<file path="src/rtl/mem_ctrl_pkg.sv">
`default_nettype none
// ============================================================================
// Module      : mem_ctrl_pkg
// Description : Shared types and helpers for the RAM access controller.
//               access_size_t - encoding of the d_size request field
//               ctrl_state_t  - controller FSM states
//               size_to_nbytes() - byte count touched by an access size
// Revision    : 1.0 - initial release
// ============================================================================
package mem_ctrl_pkg;

    typedef enum logic [1:0] {
        SZ_BYTE = 2'b00,
        SZ_HALF = 2'b01,
        SZ_WORD = 2'b10,
        SZ_BAD  = 2'b11
    } access_size_t;

    typedef enum logic [1:0] {
        IDLE  = 2'd0,
        STORE = 2'd1,
        ACK   = 2'd2
    } ctrl_state_t;

    // Width of the fetch starvation counter (limit range is 1..15).
    localparam int C_STARVE_CNT_W = 4;

    // Number of bytes a store of the given size writes. SZ_BAD is rejected
    // before any RAM access, so its value only feeds the bounds arithmetic.
    function automatic logic [2:0] size_to_nbytes(input access_size_t size);
        case (size)
            SZ_BYTE: return 3'd1;
            SZ_HALF: return 3'd2;
            default: return 3'd4;
        endcase
    endfunction

endpackage : mem_ctrl_pkg
`default_nettype wire

</file>
<file path="src/rtl/ram_port_arbiter.sv">
`default_nettype none
// ============================================================================
// Module      : ram_port_arbiter
// Description : Grant selection between the fetch and data ports.
//               Data has priority; after STARVE_LIMIT consecutive data grants
//               with fetch pending, fetch is forced through once.
// Ports       : clock, reset_n   - clock / async active-low reset
//               arb_en           - grants allowed this cycle (FSM idle)
//               if_req, d_req    - port requests
//               grant_if/grant_d - one-hot (or none) grant, combinational
// Revision    : 1.0 - initial release
// ============================================================================
module ram_port_arbiter
    import mem_ctrl_pkg::*;
#(
    parameter int STARVE_LIMIT = 4
) (
    input  logic clock,
    input  logic reset_n,
    input  logic arb_en,
    input  logic if_req,
    input  logic d_req,
    output logic grant_if,
    output logic grant_d
);

    localparam logic [C_STARVE_CNT_W-1:0] C_LIMIT = C_STARVE_CNT_W'(STARVE_LIMIT);

    logic [C_STARVE_CNT_W-1:0] r_starve_cnt;
    logic                      w_force_if;

    assign w_force_if = (r_starve_cnt == C_LIMIT) && if_req && d_req;

    always_comb begin
        grant_if = 1'b0;
        grant_d  = 1'b0;
        if (arb_en) begin
            if (d_req && !w_force_if) begin
                grant_d = 1'b1;
            end else if (if_req) begin
                grant_if = 1'b1;
            end
        end
    end

    // Counts data grants that overtook a pending fetch. Any cycle without a
    // fetch request, or any fetch grant, restarts the count.
    always_ff @(posedge clock or negedge reset_n) begin
        if (!reset_n) begin
            r_starve_cnt <= '0;
        end else if (!if_req || grant_if) begin
            r_starve_cnt <= '0;
        end else if (grant_d && (r_starve_cnt != C_LIMIT)) begin
            r_starve_cnt <= r_starve_cnt + 1'b1;
        end
    end

endmodule : ram_port_arbiter
`default_nettype wire

</file>
<file path="src/rtl/ram_access_controller.sv">
`default_nettype none
// ============================================================================
// Module      : ram_access_controller
// Description : Shares a byte-addressed RAM (32-bit big-endian combinational
//               read, one byte written per clock) between the instruction
//               fetch port and the load/store port. Arbitrates, bounds-checks,
//               splits half/word stores into byte writes and returns one
//               registered response per accepted request.
// Ports       : clock, reset_n            - clock / async active-low reset
//               if_req/if_addr            - fetch request (read only)
//               if_ready/if_rvalid/if_rdata/if_error - fetch handshake + resp
//               d_req/d_we/d_size/d_addr/d_wdata     - load/store request
//               d_ready/d_rvalid/d_rdata/d_error     - data handshake + resp
//               ram_*                     - RAM read/write interface
// Revision    : 1.0 - initial release
// ============================================================================
module ram_access_controller
    import mem_ctrl_pkg::*;
#(
    parameter int RAM_SIZE     = 32000,
    parameter int STARVE_LIMIT = 4
) (
    input  logic        clock,
    input  logic        reset_n,
    // fetch port
    input  logic        if_req,
    input  logic [31:0] if_addr,
    output logic        if_ready,
    output logic        if_rvalid,
    output logic [31:0] if_rdata,
    output logic        if_error,
    // load/store port
    input  logic        d_req,
    input  logic        d_we,
    input  logic [1:0]  d_size,
    input  logic [31:0] d_addr,
    input  logic [31:0] d_wdata,
    output logic        d_ready,
    output logic        d_rvalid,
    output logic [31:0] d_rdata,
    output logic        d_error,
    // RAM interface
    output logic [31:0] ram_read_address,
    output logic [31:0] ram_write_address,
    output logic [31:0] ram_write_data,
    output logic        ram_write_enable,
    input  logic [31:0] ram_read_data
);

    localparam logic [32:0] C_RAM_SIZE = 33'(RAM_SIZE);

    ctrl_state_t  r_state;
    ctrl_state_t  w_next_state;

    logic         w_grant_if;
    logic         w_grant_d;
    logic         w_arb_en;

    access_size_t w_size;
    logic [31:0]  w_addr;
    logic [2:0]   w_nbytes;
    logic [32:0]  w_last;
    logic         w_err;
    logic         w_do_read;
    logic         w_start_store;
    logic         w_store_done;
    logic [31:0]  w_wdata_aligned;

    logic [31:0]  r_rd_addr;
    logic [31:0]  r_st_addr;
    logic [31:0]  r_wdata_sh;
    logic [2:0]   r_nbytes;
    logic [1:0]   r_byte_idx;

    logic         r_if_rvalid;
    logic [31:0]  r_if_rdata;
    logic         r_if_error;
    logic         r_d_rvalid;
    logic [31:0]  r_d_rdata;
    logic         r_d_error;

    // ------------------------------------------------------------------
    // Arbitration: only in IDLE, and never while reset is asserted so that
    // the combinational ready outputs are 0 during reset.
    // ------------------------------------------------------------------
    assign w_arb_en = (r_state == IDLE) && reset_n;

    ram_port_arbiter #(
        .STARVE_LIMIT (STARVE_LIMIT)
    ) u_arbiter (
        .clock    (clock),
        .reset_n  (reset_n),
        .arb_en   (w_arb_en),
        .if_req   (if_req),
        .d_req    (d_req),
        .grant_if (w_grant_if),
        .grant_d  (w_grant_d)
    );

    assign if_ready = w_grant_if;
    assign d_ready  = w_grant_d;

    // ------------------------------------------------------------------
    // Bounds check of the granted request. 33-bit arithmetic so that an
    // address near 2^32 wrapping past zero is still seen as out of range.
    // ------------------------------------------------------------------
    assign w_size   = access_size_t'(d_size);
    assign w_addr   = w_grant_d ? d_addr : if_addr;
    assign w_nbytes = (w_grant_d && d_we) ? size_to_nbytes(w_size) : 3'd4;
    assign w_last   = {1'b0, w_addr} + 33'(w_nbytes) - 33'd1;
    assign w_err    = (w_last >= C_RAM_SIZE) || (w_grant_d && (w_size == SZ_BAD));

    assign w_do_read     = (w_grant_if || (w_grant_d && !d_we)) && !w_err;
    assign w_start_store = w_grant_d && d_we && !w_err;
    assign w_store_done  = (r_state == STORE) && ({1'b0, r_byte_idx} == (r_nbytes - 3'd1));

    // Left-justify the store payload so the first byte to write is always
    // in [31:23..24]; the sequencer then just shifts left one byte per write.
    always_comb begin
        w_wdata_aligned = d_wdata;
        case (w_size)
            SZ_BYTE: w_wdata_aligned = {d_wdata[7:0], 24'h000000};
            SZ_HALF: w_wdata_aligned = {d_wdata[15:0], 16'h0000};
            default: w_wdata_aligned = d_wdata;
        endcase
    end

    // ------------------------------------------------------------------
    // FSM: state register
    // ------------------------------------------------------------------
    always_ff @(posedge clock or negedge reset_n) begin
        if (!reset_n) begin
            r_state <= IDLE;
        end else begin
            r_state <= w_next_state;
        end
    end

    // ------------------------------------------------------------------
    // FSM: next state and RAM write outputs
    // ------------------------------------------------------------------
    always_comb begin
        w_next_state      = r_state;
        ram_write_enable  = 1'b0;
        ram_write_address = 32'h0;
        ram_write_data    = 32'h0;
        case (r_state)
            IDLE: begin
                if (w_start_store) begin
                    w_next_state = STORE;
                end
            end
            STORE: begin
                ram_write_enable  = 1'b1;
                ram_write_address = r_st_addr + 32'(r_byte_idx);
                ram_write_data    = {24'h000000, r_wdata_sh[31:24]};
                if (w_store_done) begin
                    w_next_state = ACK;
                end
            end
            ACK: begin
                w_next_state = IDLE;
            end
            default: begin
                w_next_state = IDLE;
            end
        endcase
    end

    // The read address follows the granted request during the accept cycle
    // and otherwise holds the last address actually read.
    assign ram_read_address = w_do_read ? w_addr : r_rd_addr;

    // ------------------------------------------------------------------
    // Datapath: store sequencer and registered responses
    // ------------------------------------------------------------------
    always_ff @(posedge clock or negedge reset_n) begin
        if (!reset_n) begin
            r_rd_addr   <= '0;
            r_st_addr   <= '0;
            r_wdata_sh  <= '0;
            r_nbytes    <= '0;
            r_byte_idx  <= '0;
            r_if_rvalid <= 1'b0;
            r_if_rdata  <= '0;
            r_if_error  <= 1'b0;
            r_d_rvalid  <= 1'b0;
            r_d_rdata   <= '0;
            r_d_error   <= 1'b0;
        end else begin
            r_if_rvalid <= w_grant_if;
            // Loads and errored requests answer next cycle; stores answer
            // in ACK, i.e. the cycle after their last byte write.
            r_d_rvalid  <= (w_grant_d && !w_start_store) || w_store_done;

            if (w_grant_if) begin
                r_if_error <= w_err;
                r_if_rdata <= w_err ? 32'h0 : ram_read_data;
            end

            if (w_grant_d) begin
                r_d_error <= w_err;
                r_d_rdata <= (w_err || d_we) ? 32'h0 : ram_read_data;
            end else if (w_store_done) begin
                r_d_error <= 1'b0;
                r_d_rdata <= 32'h0;
            end

            if (w_do_read) begin
                r_rd_addr <= w_addr;
            end

            if (w_start_store) begin
                r_st_addr  <= d_addr;
                r_wdata_sh <= w_wdata_aligned;
                r_nbytes   <= w_nbytes;
                r_byte_idx <= 2'd0;
            end else if (r_state == STORE) begin
                r_wdata_sh <= {r_wdata_sh[23:0], 8'h00};
                r_byte_idx <= r_byte_idx + 2'd1;
            end
        end
    end

    assign if_rvalid = r_if_rvalid;
    assign if_rdata  = r_if_rdata;
    assign if_error  = r_if_error;
    assign d_rvalid  = r_d_rvalid;
    assign d_rdata   = r_d_rdata;
    assign d_error   = r_d_error;

endmodule : ram_access_controller
`default_nettype wire

</file>
<file path="config.mk">
export PLATFORM = sky130hd
export DESIGN_NAME = ram_access_controller
export DESIGN_NICKNAME = d
export VERILOG_FILES = /design/src/rtl/mem_ctrl_pkg.sv /design/src/rtl/ram_port_arbiter.sv /design/src/rtl/ram_access_controller.sv
export SDC_FILE = /design/constraint.sdc
export NUM_CORES = 1
export LEC_CHECK = 0
export CAP_MARGIN = 20
export CORE_UTILIZATION = 53
export DETAILED_ROUTE_END_ITERATION = 16
export GPL_ROUTABILITY_DRIVEN = 0
export PLACE_DENSITY = 0.87
export SLEW_MARGIN = 25
export SYNTH_ARGS = -nofsm -noshare
export SYNTH_HDL_FRONTEND = slang
export SYNTH_SLANG_ARGS = --single-unit
export TNS_END_PERCENT = 20
</file>
<file path="constraint.sdc">
create_clock -name clock -period 17.62 [get_ports clock]
set_clock_uncertainty 0.15 [all_clocks]
set_input_delay 1.762 -clock clock [delete_from_list [all_inputs] [get_ports clock]]
set_output_delay 1.762 -clock clock [all_outputs]
set_load 0.05 [all_outputs]
</file>
---- Yosys cells after proc, flatten, opt, wreduce, memory -nomap -nowiden ----
Cells that the tools add are included.
cells by class
  reductions and logical operators ........ 28
  add/subtract/negate cells ............... 6
  $lt $le $gt $ge ......................... 1
  multiplexer cells ....................... 28
  equal/unequal tests ..................... 8
operators with widths
  operator                 count
  $mux W32                 9
  $pmux W32 S2             1
  $add A32 B3 Y33          1
  $ge A33 B15 Y1 const B   1
  $sub A33 B1 Y33 const B  1
  $add A32 B2 Y32          1
  $logic_and A1 B1 Y1      12
  $mux W1                  8
  $mux W2                  4
  $mux W4                  2
  $mux W8                  1
  $pmux W3 S2              1
  $reduce_bool A2 Y1       3
  $logic_not A1 Y1         5
  $logic_or A1 B1 Y1       5
  $add A4 B1 Y4 const B    1
  $eq A2 B1 Y1 const B     2
  $eq A4 B3 Y1 const B     1
  $logic_not A2 Y1         2
  $ne A2 B2 Y1 const B     2
  $ne A4 B3 Y1 const B     1
  $pmux W2 S2              1
  $eq A2 B3 Y1             1
  $mux W3                  1
  other kinds (4)          4
storage, ports and cells
  input port bits ......................... 135
  output and inout bits ................... 167
  bits in registers ....................... 175
  logic and storage cells ................. 84

---- Longest topological paths before layout ----
Gate-level depths: netlist of the first run.
  depth in word-level cells ............... 18
  gate-level depth with buffers ........... 26
  mapped depth without buffers ............ 23

---- By module ----
From an unflattened synthesis of the first run, not the netlist that was laid out.
second synthesis, totals
  cells, all modules ...................... 1,176
  area total of the unflattened synthesis .. 10,928.0 µm²
modules (own cells, without submodules)
  module                 area an instance (µm²)  seq. area each (µm²)  times used  cells an instance
  ram_access_controller  10,664.0                4,279.1               1           1,145
  ram_port_arbiter       264.0                   100.1                 1           31

---- Worst setup path before layout of the first run ----
Ideal clock, no wire load.
  path kind ............................... input port to output port
  from .................................... in reset_n
  to ...................................... out ram_read_address[0]
  arrival ................................. 7.995 ns
  slack ................................... 7.713 ns
  required time ........................... 15.708 ns
  stages on the path ...................... 23
  buffers on the path ..................... 4
  cell sequence ........................... nor3b_2 nand3_1 buf_1 clkinv_1 buf_1 mux2i_1 ha_1 inv_1 ha_1 inv_1 fa_1 nand2b_1 a21oi_1 o21ai_1 o21ai_2 and3_1 mux2_4 or4b_4 or4_4 buf_6 nor2_8 buf_6 mux2i_1
on the way
  word-level cells in the longest chain between the ends .. 11
  elaborated cells between the ends (all ways) .. 16
  classes of those cells .................. add/sub: 2; order compare: 1; mux: 5; reduce/logical: 8
RTL lines
  what                     RTL line                      source
  start, declared          ram_access_controller.sv:24   input logic reset_n,
  $logic_and A1 B1 Y1 (*)  ram_access_controller.sv:86   assign w_arb_en = (r_state == IDLE) && reset_n;
  $mux W1 (*)              ram_port_arbiter.sv:37        if (arb_en) begin
  via d_ready              ram_access_controller.sv:38   output logic d_ready,
  $logic_and A1 B1 Y1      ram_access_controller.sv:109  assign w_nbytes = (w_grant_d && d_we) ? size_to_nbytes(w_size) : 3'd4;
  $mux W3                  ram_access_controller.sv:109
  $add A32 B3 Y33          ram_access_controller.sv:110  assign w_last = {1'b0, w_addr} + 33'(w_nbytes) - 33'd1;
  $sub A33 B1 Y33          ram_access_controller.sv:110
  $ge A33 B15 Y1           ram_access_controller.sv:111  assign w_err = (w_last >= C_RAM_SIZE) || (w_grant_d && (w_size == SZ_BAD));
  $logic_or A1 B1 Y1       ram_access_controller.sv:111
  $logic_not A1 Y1         ram_access_controller.sv:113  assign w_do_read = (w_grant_if || (w_grant_d && !d_we)) && !w_err;
  $logic_and A1 B1 Y1      ram_access_controller.sv:113
  $mux W32 (*)             n/a
  end, declared            ram_access_controller.sv:43   output logic [31:0] ram_read_address,
The timed path passes the listed nets; every way through them passes the cells marked *.

---- Worst setup path in the final report of the first run ----
  from .................................... in reset_n
  to ...................................... out ram_read_address[1]
on the way
  word-level cells in the longest chain between the ends .. 11
  elaborated cells between the ends (all ways) .. 16
  classes of those cells .................. add/sub: 2; order compare: 1; mux: 5; reduce/logical: 8
RTL lines
  what                     RTL line
  $logic_and A1 B1 Y1 (*)  ram_access_controller.sv:86
  $mux W1                  ram_port_arbiter.sv:37
  $logic_and A1 B1 Y1      ram_access_controller.sv:109
  $mux W3                  ram_access_controller.sv:109
  $add A32 B3 Y33          ram_access_controller.sv:110
  $sub A33 B1 Y33          ram_access_controller.sv:110
  $ge A33 B15 Y1           ram_access_controller.sv:111
  $logic_or A1 B1 Y1       ram_access_controller.sv:111
  $logic_not A1 Y1         ram_access_controller.sv:113
  $logic_and A1 B1 Y1      ram_access_controller.sv:113
  $mux W32 (*)             n/a
Mark *: on every way between the ends. The rest lies on a longest branch, timed or not.

==> impl_metrics.csv, run 1 <==
group,metric,value,unit
global_routing,grt_pass1_vias,9764,
synthesis,synth_area,11000,um^2
place,place.port_buffers,277,
synthesis,synth-main-ff-cell,"dfrtp_1",
synthesis,yosysUniqueCellTypes,73,
cts,cts_root_buffer,"clkbuf_16",
global_routing,grt_pass1_wl,50.2,mm
synthesis,synth_edf_count,0,
cts,cts.sinks,175,
timing,max_clock_freq,86.8,MHz
timing,slew_viol_final,0,
global_routing,grt_max_degree,69,
drt,vias_per_cell,5.74,
drt,drt-initial-drc-count,758,
timing,rsz0062_at_grt,"false",
place,dp_cells,1679,
drt,vias,9821,
global_routing,overflow,0,
synthesis,netlist_top_cells_area,"dfrtp_1, nand2_1, ha_1",
global_routing,grtUsageMet1,0.372,
global_routing,antenna_found_initial,0,
global_routing,grt.met2_usage,0.503,
floorplanning,die_area,21300,um^2
cells_and_area,layoutNonFillerInstCount,1711,
cts,ctsHoldBuffers,0,
cells_and_area,layout-drive-gt1-share,0.0867,
cts,cts-buffers-inserted,17,
flow_run,drv_cap,0,
timing,min_period,11.53,ns
global_routing,gr-usage-met3,0.0517,
cts,htree_levels,4,
critical_path,worstPathArrival,9.61,ns
drt,dr.pass1.iters,5,
cts,clock_path_buffers,2,
cts,cts_setup_buffers,0,
critical_path,cp-end-kind,"primary output",
floorplanning,die_h,146,um
synthesis,async_flop_share,1.00,
cts,clock_latency,0.44,ns
timing,fin_tns_setup,0,ns
global_routing,busiest_layer,"met2",
critical_path,worst_ep_required_time,15.71,ns
run_status,status,"finished, final reports clean",
timing,worst_pin_slew,0.967,ns
drt,drc_errors,0,
cts,ctsResizeCount,0,
floorplanning,pin_count,302,
drt,ant_nets,0,
timing,relSlewSlack,0.356,
synthesis,syn_avg_cell_area,9.30,um^2
critical_path,setup.worst_path.start_class,"input pin",
power_and_ir_drop,leakagePower,6.58,nW
floorplanning,core_area,20300,um^2
cts,cts_tree,"yes",
power_and_ir_drop,vdd_drop_max,0.0621,mV
place,hpwl,21.8,mm
drt,drt_wl_total,31.1,mm
critical_path,critPathKind,"in -> out",
cells_and_area,final_net_count,1604,
worst_hold_path,hp-class,"reg -> reg",
cells_and_area,syn_to_final_growth,30.8,%
synthesis,ys_ff_latch,175,
timing,whs,0.315,ns
timing,setup_viol,0,
timing,worst_slack,6.09,ns
synthesis,synth_top_cell_by_area,"dfrtp_1",
synthesis,yosysTopAreaCellShare,0.398,
cts,clk_pin_slew_worst_paths,0.07,ns
critical_path,crit_fanout,68,
global_routing,grt.total_usage,0.295,
cells_and_area,utilization,0.708,
drt,avgRoutedWirePerCell,18.2,um
synthesis,synthCells,1182,
floorplanning,start_util,0.541,
timing,period_share,0.654,
synthesis,yosysMostFrequentCell,"nand2_1",
cells_and_area,nFillCells,1507,
synthesis,synth-seq-area-share,0.398,
power_and_ir_drop,power.density,71.2,nW/um^2
synthesis,ys_warn_count,0,
timing,hold_viol_final,0,
floorplanning,die_x,146,um
synthesis,synth_commonest_cells,"nand2_1, dfrtp_1, inv_1, nor2_1, nand3_1",
floorplanning,rows,52,
cells_and_area,diodes,0,
place,dp_slack,6.06,ns
## cell families (layout without fill, tap and decap cells)
kind of cell,after synthesis,in the layout,share of synthesized area
adders and majority gates,41,41,0.0480
and+or+nand+nor,461,461,0.202
DFF,175,175,0.398
xor gates and xnor gates,44,44,0.0351
AOI/OAI and AO/OA,221,221,0.142
other,1,24,0.000341
buffers and inverters,145,381,0.0704
muxes,94,94,0.103
## cells in the final DEF, fill, tap and decap left out, types with 13 or more instances in the layout
master / synthesis / routed
clkdlybuf4s50_1: 0 / 276
nand2_1: 225 / 225
dfrtp_1: 175 / 175
inv_1: 58 / 57
nor2_1: 58 / 57
o21ai_0: 47 / 47
nand3_1: 48 / 47
a21oi_1: 43 / 43
ha_1: 39 / 39
a22o_1: 37 / 37
and2_1: 35 / 35
mux2i_1: 31 / 31
mux2_4: 31 / 31
xor2_1: 29 / 29
mux2_2: 28 / 28
conb_1: 1 / 24
a221o_1: 21 / 21
nand4_1: 17 / 17
clkbuf_16: 0 / 17
xnor2_1: 15 / 15
or3_1: 13 / 13
## path summary, 6_finish.rpt
path | startpoint | end | cells past startpoint | slack, ns
max | reset_n | ram_read_address[1] | 25 | 6.09
min | if_rdata[1] | if_rdata[1] | 2 | 0.31
max reg2reg | r_state[0] | r_st_addr[7] | 24 | 9.94
min reg2reg | if_rdata[1] | if_rdata[1] | 2 | 0.31
max in group asynchronous | reset_n | if_rdata[0] | 2 | 14.91
min in group asynchronous | reset_n | d_rdata[14] | 1 | 1.16
## through the flow
step	power (mW)	instance area, um^2
final	1.02	14400
after global routing	1.07	14400
after CTS	1.03	14400
after detailed placement	0.629	13700
after global placement	0.624	13700
after floorplan	0.556	11100
## flip-flops by register name, indices dropped and copies added (netlist names)
| name | cells |
|---|---|
| d_error | 1 |
| d_rdata | 32 |
| d_rvalid | 1 |
| if_error | 1 |
| if_rdata | 32 |
| if_rvalid | 1 |
| r_byte_idx | 2 |
| r_nbytes | 3 |
| r_rd_addr | 32 |
| r_st_addr | 32 |
| r_state | 2 |
| r_wdata_sh | 32 |
| u_arbiter.r_starve_cnt | 4 |
## final cells by class
type / count / area [um^2] / share of cell area
multi-input cells: 885 / 5930 / 0.413
repair buffers: 289 / 2860 / 0.199
inverters: 60 / 225 / 0.0157
clock inverters: 15 / 204 / 0.0142
clock buffers: 17 / 425 / 0.0296
flip-flops and latches: 175 / 4380 / 0.305
well taps: 270 / 338 / 0.0235
## power by group
part	total [mW]	switching, mW	internal, mW	leakage (nW)
registers	0.403	0.000790	0.403	2.34
clock network	0.396	0.200	0.197	0.302
logic	0.224	0.137	0.0868	3.94
total	1.02	0.337	0.686	6.58
## critical path, stage by stage
cell             delay, ns
buf_6                 0.48
nor3b_2               0.56
nand3_2               0.11
buf_4                 0.28
clkinv_1              0.09
buf_4                 0.40
nand2_1               0.33
nor2_1                0.23
nand2_1               0.10
ha_1                  0.34
inv_1                 0.06
ha_1                  0.16
inv_1                 0.06
fa_1                  0.34
nand2b_1              0.14
a21oi_1               0.30
o21ai_1               0.20
o21ai_2               0.25
and3_1                0.23
mux2_4                0.31
or4b_4                0.50
or4_4                 0.62
nor2_8                0.56
mux2i_1               0.33
clkdlybuf4s50_1       0.84
## routing by layer
metal | share of wire | vias to the layer above
li1 | - | 4583
met5 | 0 | -
met3 | 0.062 | 64
met2 | 0.49 | 386
met1 | 0.41 | 4788
met4 | 0.033 | 0
(Power assumes the default switching activity.)
==> run 2: changes to the inputs <==
--- a/config.mk
+++ b/config.mk
@@ -6,10 +6,10 @@
 export NUM_CORES = 1
 export LEC_CHECK = 0
 export CAP_MARGIN = 20
-export CORE_UTILIZATION = 53
+export CORE_UTILIZATION = 45
 export DETAILED_ROUTE_END_ITERATION = 16
 export GPL_ROUTABILITY_DRIVEN = 0
-export PLACE_DENSITY = 0.87
+export PLACE_DENSITY = 0.79
 export SLEW_MARGIN = 25
 export SYNTH_ARGS = -nofsm -noshare
 export SYNTH_HDL_FRONTEND = slang
==> constraint.sdc (replaced) <==
create_clock -name clock -period 9.3 [get_ports clock]
set_clock_uncertainty 0.15 [all_clocks]
set_input_delay 0.93 -clock clock [delete_from_list [all_inputs] [get_ports clock]]
set_output_delay 0.93 -clock clock [all_outputs]
set_load 0.05 [all_outputs]
==> run 2 against run 1 <==
  * Sequential share of layout area shrank 0.11 points
  * Routed wire length grew 8.6%
  * Global-route usage is 2.7 points lower
  * Non-clock buffer count unchanged
  * Register-to-register slack got worse by 7.5 ns
  * Utilization decreased by 9.9 points
  * Critical path type unchanged
  * Critical endpoint is now ram_read_address[12]
  * Largest power group unchanged
==> impl_metrics.csv, run 2 (synthesis results as in run 1) <==
group,metric,value,unit
cts,htree_levels,4,
floorplanning,start_util,0.464,
floorplanning,core_area,23700,um^2
flow_run,drv_cap,0,
global_routing,grt_pass1_vias,9456,
critical_path,endpoint,"ram_read_address[12]",
timing,period_share,0.885,
timing,worst_pin_slew,0.941,ns
critical_path,r2r_start,"r_state[0]",
critical_path,critPathKind,"in -> out",
global_routing,grt_pass1_wl,51.8,mm
timing,whs,0.136,ns
floorplanning,pin_count,302,
global_routing,grt.total_usage,0.268,
critical_path,r2r-end,"r_wdata_sh[0]",
global_routing,overflow,0,
critical_path,crit_start,"if_req",
floorplanning,rows,56,
cts,cts_setup_buffers,0,
cts,ctsHoldBuffers,0,
critical_path,worstPathArrival,7.15,ns
critical_path,crit_fanout,34,
cells_and_area,layout_common_cells,"clkdlybuf4s50_1, nand2_1, dfrtp_1",
drt,ant_nets,0,
power_and_ir_drop,vdd_drop_max,0.106,mV
place,place.port_buffers,277,
critical_path,cp-end-kind,"primary output",
drt,vias,9984,
drt,drt_wl_total,33.8,mm
critical_path,setup.worst_path.start_class,"input pin",
cts,cts.sinks,175,
drt,dr.pass1.iters,5,
critical_path,worstRegToRegCells,21,
power_and_ir_drop,leakagePower,6.67,nW
global_routing,grt_max_degree,170,
critical_path,reg2reg_slack,2.41,ns
cts,clk_pin_slew_worst_paths,0.08,ns
cells_and_area,final_net_count,1604,
cts,clock_path_buffers,2,
timing,hold_viol_final,0,
run_status,status,"finished, final reports clean",
cts,clock_latency,0.44,ns
floorplanning,die_area,25000,um^2
timing,slew_viol_final,0,
timing,fin_tns_setup,0,ns
power_and_ir_drop,power.density,135,nW/um^2
global_routing,antenna_found_initial,3,
timing,rsz0062_at_grt,"false",
floorplanning,die_x,158,um
timing,relSlewSlack,0.373,
critical_path,worst_ep_required_time,8.22,ns
power_and_ir_drop,power.total,1.94,mW
cells_and_area,layout_commonest_cell,"clkdlybuf4s50_1",
timing,max_clock_freq,122,MHz
drt,vias_per_cell,5.66,
place,hpwl,25.3,mm
worst_hold_path,hp-class,"in -> async",
timing,worst_slack,1.07,ns
cts,cts-buffers-inserted,17,
drt,drc_errors,0,
timing,min_period,8.23,ns
cts,cts_root_buffer,"clkbuf_16",
timing,setup_viol,0,
cts,ctsResizeCount,0,
drt,drt-initial-drc-count,1029,
floorplanning,die_h,158,um
cells_and_area,syn_to_final_growth,31.2,%
place,dp_slack,1.15,ns
cts,cts_tree,"yes",
drt,avgRoutedWirePerCell,19.2,um
cells_and_area,layout-drive-gt1-share,0.108,
[run 2: cell count changes in the layout (fill, tap and decap cells not counted)]
cell,delta
clkdlybuf4s50_1,-32
buf_4,+27
buf_12,+5
diode_2,+3
clkinv_8,+2
clkinv_4,+1
inv_12,-1
inv_6,-1
inv_8,-1
nand2b_1,+1
nand2b_2,-1
[run 2: worst min-delay path by stage]
stage,end,depth (start not counted),slack (ns)
after floorplan,r_wdata_sh[10],1,0.32
after global placement,if_rdata[7],2,0.30
after detailed placement,if_rdata[17],2,0.30
after CTS,d_rdata[5],1,0.12
after global routing,r_st_addr[15],1,0.12
final,r_st_addr[16],1,0.14
[run 2: cell type report]
type                    count  area [um^2]
well taps                 319          399
flip-flops and latches    175         4380
fillers                  2008         9260
inverters                  60          225
diodes                      3         7.51
multi-input cells         885         5930
clock buffers              17          425
clock inverters            15          209
repair buffers            289         2850
[run 2: report_power, final]
group | internal, mW | switching [mW] | leakage (nW) | total (mW)
combinational | 0.165 | 0.270 | 4.03 | 0.436
clock | 0.371 | 0.371 | 0.302 | 0.742
sequential | 0.763 | 0.00143 | 2.34 | 0.764
[run 2: routing by layer]
metal	routed length [um]	vias up	global-route usage	share of wire
met5	0	-	0	0
met4	942	0	0.0984	0.028
met3	2500	71	0.0523	0.074
met2	16500	449	0.446	0.49
met1	13800	4880	0.345	0.41
li1	-	4584	-	-
[run 2: stage by stage]
step	cell area, um^2	std cells	util
after CTS	14400	1760	0.609
after floorplan	11100	1205	-
after global routing	14400	1762	0.609
final	14400	1763	0.609
after global placement	13800	1728	0.582
after detailed placement	13800	1728	0.582
[run 2: critical path, cell delays in order]
cell and delay [ns]:
clkdlybuf4s50_1 0.51, nand4b_1 0.17, nand3_2 0.10, clkinv_1 0.09, buf_4 0.34, mux2i_1 0.32, ha_1 0.28, inv_1 0.06
ha_1 0.16, inv_1 0.05, fa_1 0.35, nand2b_1 0.15, a21oi_1 0.34, o21ai_1 0.21, o21ai_2 0.25, and3_1 0.24
mux2_4 0.32, or4b_4 0.50, or4_4 0.62, nor2_8 0.51, mux2_2 0.43, buf_4 0.19
==> run 3: changes to the inputs <==
--- a/config.mk
+++ b/config.mk
@@ -10,6 +10,7 @@
 export DETAILED_ROUTE_END_ITERATION = 16
 export GPL_ROUTABILITY_DRIVEN = 0
 export PLACE_DENSITY = 0.79
+export SETUP_SLACK_MARGIN = 0.4
 export SLEW_MARGIN = 25
 export SYNTH_ARGS = -nofsm -noshare
 export SYNTH_HDL_FRONTEND = slang
==> results of run 3 <==
The final DEF is identical to that of run 2; final timing and power are the same.
